--- config.mk ---
export PLATFORM = sky130hd
export DESIGN_NAME = ifu_fetch_ctrl
export DESIGN_NICKNAME = d
export VERILOG_FILES = /design/src/rtl/mips_fetch_pkg.sv /design/src/rtl/ifu_fetch_ctrl.sv
export SDC_FILE = /design/constraint.sdc
export NUM_CORES = 1
export LEC_CHECK = 0
export ABC_CLOCK_PERIOD_IN_PS = 5900
export BUFFER_PORTS_ARGS = -buffer_cell sky130_fd_sc_hd__buf_4
export CORE_ASPECT_RATIO = 1.5
export CORE_MARGIN = 2
export CORE_UTILIZATION = 50
export DETAILED_ROUTE_END_ITERATION = 16
export GPL_TIMING_DRIVEN = 0
export PLACE_DENSITY = 0.85
export SYNTH_ARGS = -nofsm -noshare
export SYNTH_HDL_FRONTEND = slang
export SYNTH_SLANG_ARGS = --single-unit
--- constraint.sdc ---
create_clock -name clk -period 5.9 [get_ports clk]
set_clock_uncertainty 0.2 [all_clocks]
set_input_delay 0.295 -clock clk [delete_from_list [all_inputs] [get_ports clk]]
set_output_delay 0.295 -clock clk [all_outputs]
set_load 0.03 [all_outputs]
--- src/rtl/mips_fetch_pkg.sv ---
// Shared fetch definitions: FSM state encoding,
// reset PC and the NOP word used for misaligned fetches.
package mips_fetch_pkg;

  typedef enum logic [2:0] {
    ST_IDLE,
    ST_REQ,
    ST_WAIT,
    ST_HOLD,
    ST_DROP
  } fetch_state_t;

  localparam logic [31:0] FETCH_RESET_PC = 32'h0000_3000;
  localparam logic [31:0] INSTR_NOP      = 32'h0000_0000;

endpackage

--- src/rtl/ifu_fetch_ctrl.sv ---
// Fetch controller: owns the PC, issues one imem request at a time
// and hands each fetched word to decode over a valid/ready channel.
// Ports: clk/reset (async, active low); next_pc/redirect/redirect_pc
// in; pc out; imem req (valid/ready/addr) and rsp (valid/data);
// decode channel (instr_valid/instr_ready/instr/instr_pc/misalign).
module ifu_fetch_ctrl
  import mips_fetch_pkg::*;
#(
  parameter logic [31:0] RESET_PC = FETCH_RESET_PC
) (
  input  logic        clk,
  input  logic        reset,
  input  logic [31:0] next_pc,
  input  logic        redirect,
  input  logic [31:0] redirect_pc,
  output logic [31:0] pc,
  output logic        imem_req_valid,
  input  logic        imem_req_ready,
  output logic [31:0] imem_addr,
  input  logic        imem_rsp_valid,
  input  logic [31:0] imem_rsp_data,
  output logic        instr_valid,
  input  logic        instr_ready,
  output logic [31:0] instr,
  output logic [31:0] instr_pc,
  output logic        misalign
);

  fetch_state_t state_q, state_d;
  logic [31:0]  pc_q, pc_d;
  logic [31:0]  instr_q, instr_d;
  logic [31:0]  ipc_q, ipc_d;
  logic         mis_q, mis_d;
  logic         pc_bad;
  logic         req_hs;

  assign pc_bad = (pc_q[1:0] != 2'b00);

  // A misaligned PC never reaches memory.
  assign imem_req_valid = (state_q == ST_REQ) && !pc_bad;
  assign req_hs         = imem_req_valid && imem_req_ready;
  assign imem_addr      = pc_q;
  assign pc             = pc_q;
  assign instr_valid    = (state_q == ST_HOLD);
  assign instr          = instr_q;
  assign instr_pc       = ipc_q;
  assign misalign       = mis_q;

  always_comb begin
    state_d = state_q;
    pc_d    = pc_q;
    instr_d = instr_q;
    ipc_d   = ipc_q;
    mis_d   = mis_q;
    unique case (state_q)
      ST_IDLE: state_d = ST_REQ;
      ST_REQ: begin
        if (pc_bad) begin
          instr_d = INSTR_NOP;
          ipc_d   = pc_q;
          mis_d   = 1'b1;
          state_d = ST_HOLD;
        end else if (redirect) begin
          pc_d    = redirect_pc;
          state_d = req_hs ? ST_DROP : ST_REQ;
        end else if (req_hs) begin
          state_d = ST_WAIT;
        end
      end
      ST_WAIT: begin
        if (redirect) begin
          pc_d    = redirect_pc;
          // Response already drained this cycle: refetch directly.
          state_d = imem_rsp_valid ? ST_REQ : ST_DROP;
        end else if (imem_rsp_valid) begin
          instr_d = imem_rsp_data;
          ipc_d   = pc_q;
          mis_d   = 1'b0;
          state_d = ST_HOLD;
        end
      end
      ST_HOLD: begin
        if (redirect) begin
          pc_d    = redirect_pc;
          state_d = ST_REQ;
        end else if (instr_ready) begin
          pc_d    = next_pc;
          state_d = ST_REQ;
        end
      end
      ST_DROP: begin
        if (redirect) pc_d = redirect_pc;
        if (imem_rsp_valid) state_d = ST_REQ;
      end
      default: state_d = ST_IDLE;
    endcase
  end

  always_ff @(posedge clk or negedge reset) begin
    if (!reset) begin
      state_q <= ST_IDLE;
      pc_q    <= RESET_PC;
      instr_q <= INSTR_NOP;
      ipc_q   <= 32'h0;
      mis_q   <= 1'b0;
    end else begin
      state_q <= state_d;
      pc_q    <= pc_d;
      instr_q <= instr_d;
      ipc_q   <= ipc_d;
      mis_q   <= mis_d;
    end
  end

endmodule

=== Word-level counts from Yosys, hierarchy flattened ===
Cells that the tools add are included.

* Register bits after elaboration: 100
* Input bits: 102
* Output and inout bits: 131
* Logic and storage cells: 56

* Equality and inequality tests: 12
* Multiplexer cells: 28
* Reduce and logical (&&, ||, !) cells: 11

{| class="wikitable"
|+ Operator list
! cell !! count
|-
| $mux W32 || 10
|-
| $pmux W32 S2 || 2
|-
| $pmux W32 S3 || 1
|-
| $mux W3 || 10
|-
| $pmux W3 S5 || 1
|-
| $ne A2 B2 Y1 const B || 5
|-
| $reduce_and A4 Y1 || 2
|-
| $eq A3 B2 Y1 const B || 2
|-
| $ne A4 B4 Y1 const B || 1
|-
| $reduce_bool A2 Y1 || 2
|-
| $eq A3 B1 Y1 const B || 1
|-
| $eq A3 B3 Y1 const B || 1
|-
| $logic_not A3 Y1 || 1
|-
| $mux W1 || 3
|-
| $ne A3 B2 Y1 const B || 1
|-
| $ne A3 B3 Y1 const B || 1
|-
| $reduce_and A3 Y1 || 1
|-
| $reduce_bool A3 Y1 || 1
|-
| $logic_and A1 B1 Y1 || 2
|-
| $pmux W1 S2 || 1
|-
| $reduce_or A2 Y1 || 1
|-
| $logic_not A1 Y1 || 1
|}

=== Logic depth before layout (Yosys ltp) ===
* Depth after elaboration: 8
* Depth in mapped cells: 7
* Depth with buffers taken out: 4

=== Worst setup path before layout ===
OpenSTA, ideal clock, no wires.

* Kind: register to register
* Start point: reg pc_q[1], in the netlist imem_addr[1]
* End point: reg state_q[1]
* Library setup time: 0.125 ns
* Arrival: 2.079 ns
* Data required time: 5.575 ns
* Slack: 3.496 ns
* Cell stages (with the launch flop): 5
* Buffers on the path: 0
* Period minus slack after synthesis: 2.404 ns
* Cell sequence: dfrtp_1 > or2_2 > nor3b_1 > a22o_1 > o41ai_2

* Cells in the longest elaborated chain, start to end: 6
* Elaborated cells on any way between the ends: 8
* Those cells by class: 1 x eq/ne; 2 x mux; 5 x reduce/logical

{| class="wikitable"
|+ RTL lines
! element !! line !! source
|-
| from (decl) || ifu_fetch_ctrl.sv:30 || <nowiki>logic [31:0] pc_q, pc_d;</nowiki>
|-
| from (signal assigned) || ifu_fetch_ctrl.sv:108 || <nowiki>pc_q <= pc_d;</nowiki>
|-
| $reduce_bool A2 Y1 || ifu_fetch_ctrl.sv:37 || <nowiki>assign pc_bad = (pc_q[1:0] != 2'b00);</nowiki>
|-
| $logic_not A1 Y1 || ifu_fetch_ctrl.sv:40 || <nowiki>assign imem_req_valid = (state_q == ST_REQ) && !pc_bad;</nowiki>
|-
| $logic_and A1 B1 Y1 || ifu_fetch_ctrl.sv:40 ||
|-
| named net imem_req_valid || ifu_fetch_ctrl.sv:17 || <nowiki>output logic imem_req_valid,</nowiki>
|-
| $logic_and A1 B1 Y1 || ifu_fetch_ctrl.sv:41 || <nowiki>assign req_hs = imem_req_valid && imem_req_ready;</nowiki>
|-
| $ne A4 B4 Y1 (no line) || - ||
|-
| $reduce_and A4 Y1 (no line) || - ||
|-
| to (signal assigned) || ifu_fetch_ctrl.sv:107 || <nowiki>state_q <= state_d;</nowiki>
|-
| to (decl) || ifu_fetch_ctrl.sv:29 || <nowiki>fetch_state_t state_q, state_d;</nowiki>
|}

The timed path passes the listed nets, and every way through them passes these cells.
A chain may end at the register's enable or synchronous reset.

=== Final worst setup path ===
* Start point: reg state_q[1]
* End point: out imem_req_valid

* Cells in the longest elaborated chain, start to end: 2

{| class="wikitable"
|+ RTL lines
! element !! line
|-
| $eq A3 B1 Y1 || ifu_fetch_ctrl.sv:40
|-
| $logic_and A1 B1 Y1 || ifu_fetch_ctrl.sv:40
|-
| to (decl) || ifu_fetch_ctrl.sv:17
|}

No other way between the ends.

==> results.md <==
* Status: finished, violations left
* Failing checks: negative hold slack
* Req. time, crit path at 5410 ps
* PwrDens at 710.8 nW/µm²
* Fraction of layout cells with a size suffix above 1 at 61.82%
* Pre-antenna DRT Iters at 4
* CTS tree: done
* Worst hold slack at -1.710 ps
* Num rows at 43
* Yosys Warn Count at 0
* Clk Tree Root Cell: clkbuf_16
* Distinct cells, synth at 35
* Critical Path AT at 1890 ps
* Ant diodes at 0
* Share of the clock period used by the worst path after layout at 40.44%
* Pin count of the biggest net entering global routing at 101
* Total track usage at 26.15%
* Post-synthesis sequential area ratio at 53.63%
* Area grow syn2layout at 49.88%
* Crit-path max FO at 10
* Vias in the first global route at 4204
* Pleak at 3.403 nW
* HPWL Detailed at 9824 µm
* H-tree levels at 3
* Layout Nets at 744
* Slew headroom at 16.91%
* Drt wl/cell at 17.86 µm
* CP endpoint kind: output pin
* Drt via density at 5.242
* Max-slew violation count at 0
* PortBufs at 232
* Post-route ant nets at 0
* Routability congestion estimate at 0.8631
* FMAX at 419.1 MHz
* I/O pin count at 233
* Worst min-delay path class: input pin to asynchronous set/reset pin
* Worst setup path class: flip-flop to output pin
* Worst-path clk slew at 70 ps
* Most common cell after layout, fill and taps aside: buf_4
* Worst-Skew Late Latency at 340 ps
* Die Footprint at 10150 µm²
* Synth Area per Inst at 12.04 µm²
* DIE HEIGHT at 122.4 µm
* Final Hold Violating Endpoints at 1
* # Post-CTS Setup Buffers at 0
* Mapped Cells at 388
* Die W at 82.92 µm
* Initial DRC count at 147
* Setup_tns at 0 ps
* VDD IR-drop max at 0.4942 mV
* RSZ-0062 raised after global routing: no
* Core ar. at 9146 µm²
* Drt drc at 0
* Synthesized cell area at 4671 µm²
* Initial Utilization at 51.07%
* CTS Buffer Depth at 2
* Worst-margin pin slew at 1246 ps
* Final wirelength at 13550 µm
* CTS Buf Count at 9
* Synthesized flop and latch total at 100
* Worst reg2reg path depth at 7
* First-pass GRT wire length at 20770 µm
* Antenna violations before repair at 0
* Critical path startpoint category: flip-flop
* Most frequent cells in the layout: 266 x buf_4, 98 x dfrtp_1, 92 x mux2_2, 66 x nand2_1, 32 x o21ai_0
* Total power at 4.976 mW
* Post-Syn Nets at 490
* Via count at 3979
* GRT overflow at 0
* Fin crit period at 2386 ps
* CTS Sinks at 100
* Setup violations, final at 0
* Maxcap violations at 0
-- Yosys cell counts --
cell type	number	area, µm²
dfrtp_1	98	2452
mux2_2	92	1036
nand2_1	66	247.7
buf_4	34	255.2
o21ai_0	32	160.2
buf_2	9	45.04
buf_6	7	78.83
clkbuf_1	5	18.77
o21ai_1	5	25.02
nor2_1	4	15.01
and3_1	3	18.77
inv_1	3	11.26
mux2_4	3	45.04
a22oi_1	2	15.01
dfstp_2	2	52.55
nand3_1	2	10.01
nand3b_1	2	15.01
nor2b_1	2	12.51
a21o_1	1	7.510
a21oi_4	1	16.27
a22o_1	1	8.760
a31oi_1	1	6.260
a32oi_2	1	16.27
and2_1	1	6.260
inv_2	1	3.750
mux2_1	1	11.26
nand2b_1	1	6.260
nor3_1	1	5.000
nor3b_1	1	7.510
nor3b_2	1	12.51
o21bai_1	1	7.510
o32a_1	1	10.01
o41ai_2	1	16.27
or2_2	1	6.260
xor2_1	1	8.760
-- layer usage --
layer	vias to the layer above	global-route usage (%)	wire [µm]
met2	173	48.54	7595
met5	-	0	0
li1	1797	-	-
met1	1968	27.95	4761
met4	0	13.32	463
met3	41	5.447	732
-- repair_timing --
action / in CTS / in global routing
hold buffers: 11 / 0
gates resized for setup: 0 / 0
hold endpoints to repair: 11 / 0
-- critical path, cell delays in order, from the launching register on --
cell     delay [ps]
dfrtp_1         370
buf_2           180
nor2b_1         320
nor3b_1         440
buf_4           250
-- power breakdown --
part	leakage (nW)	internal, mW	switching [mW]
clock network	0.162	0.407	0.245
logic	2.01	1.30	1.72
registers	1.23	1.04	0.263
total	3.40	2.75	2.22
-- per-stage QoR --
step           hold WS [ps]  std cells  utilization, %  area [µm²]  setup slack (ps)
6_report             -1.710        759           76.54        7000              3514
2_1_floorplan        -200.6        388               -        4671              3496
3_5_place_dp          271.7        732           71.64        6553              3648
4_1_cts               1.731        759           76.54        7000              3551
5_1_grt               15.92        759           76.54        7000              3413
3_3_place_gp          265.2        732           71.64        6553              3690
-- final timing paths --
check	startpoint	endpoint	slack, ps
max reg2reg	state_q[2]	imem_addr[2]	3650
max	state_q[1]	imem_req_valid	3510
min reg2reg	instr[20]	instr[20]	280
min in group clk	imem_rsp_data[7]	instr[7]	20
min	reset	instr[5]	-2
max in group asynchronous	reset	imem_addr[4]	4670
-- final cells by class --
class | instances | area, µm²
Timing Repair Buffer | 243 | 1852
Sequential cell | 100 | 2505
Multi-Input combinational cell | 229 | 1753
Tap cell | 112 | 140.1
Clock inverter | 3 | 67.56
Buffer | 55 | 397.9
Clock buffer | 13 | 270.3
Fill cell | 612 | 2146
Inverter | 4 | 15.01
-- state kept, by name, summed over array words and instances, names as in the netlist --
signal and count:
imem_addr 32, instr 32, instr_pc 32, state_q 3
misalign 1
-- cells by family (layout without fill, tap and decap cells) --
kind of cell,Yosys count,after routing,synth area share [%]
buffers and inverters,59,318,8.840
DFF,100,100,53.63
AOI/OAI and AO/OA,47,47,6.188
muxes,96,96,23.39
and+or+nand+nor,85,85,7.769
xor gates and xnor gates,1,1,0.1876
(Power assumes the default switching activity.)
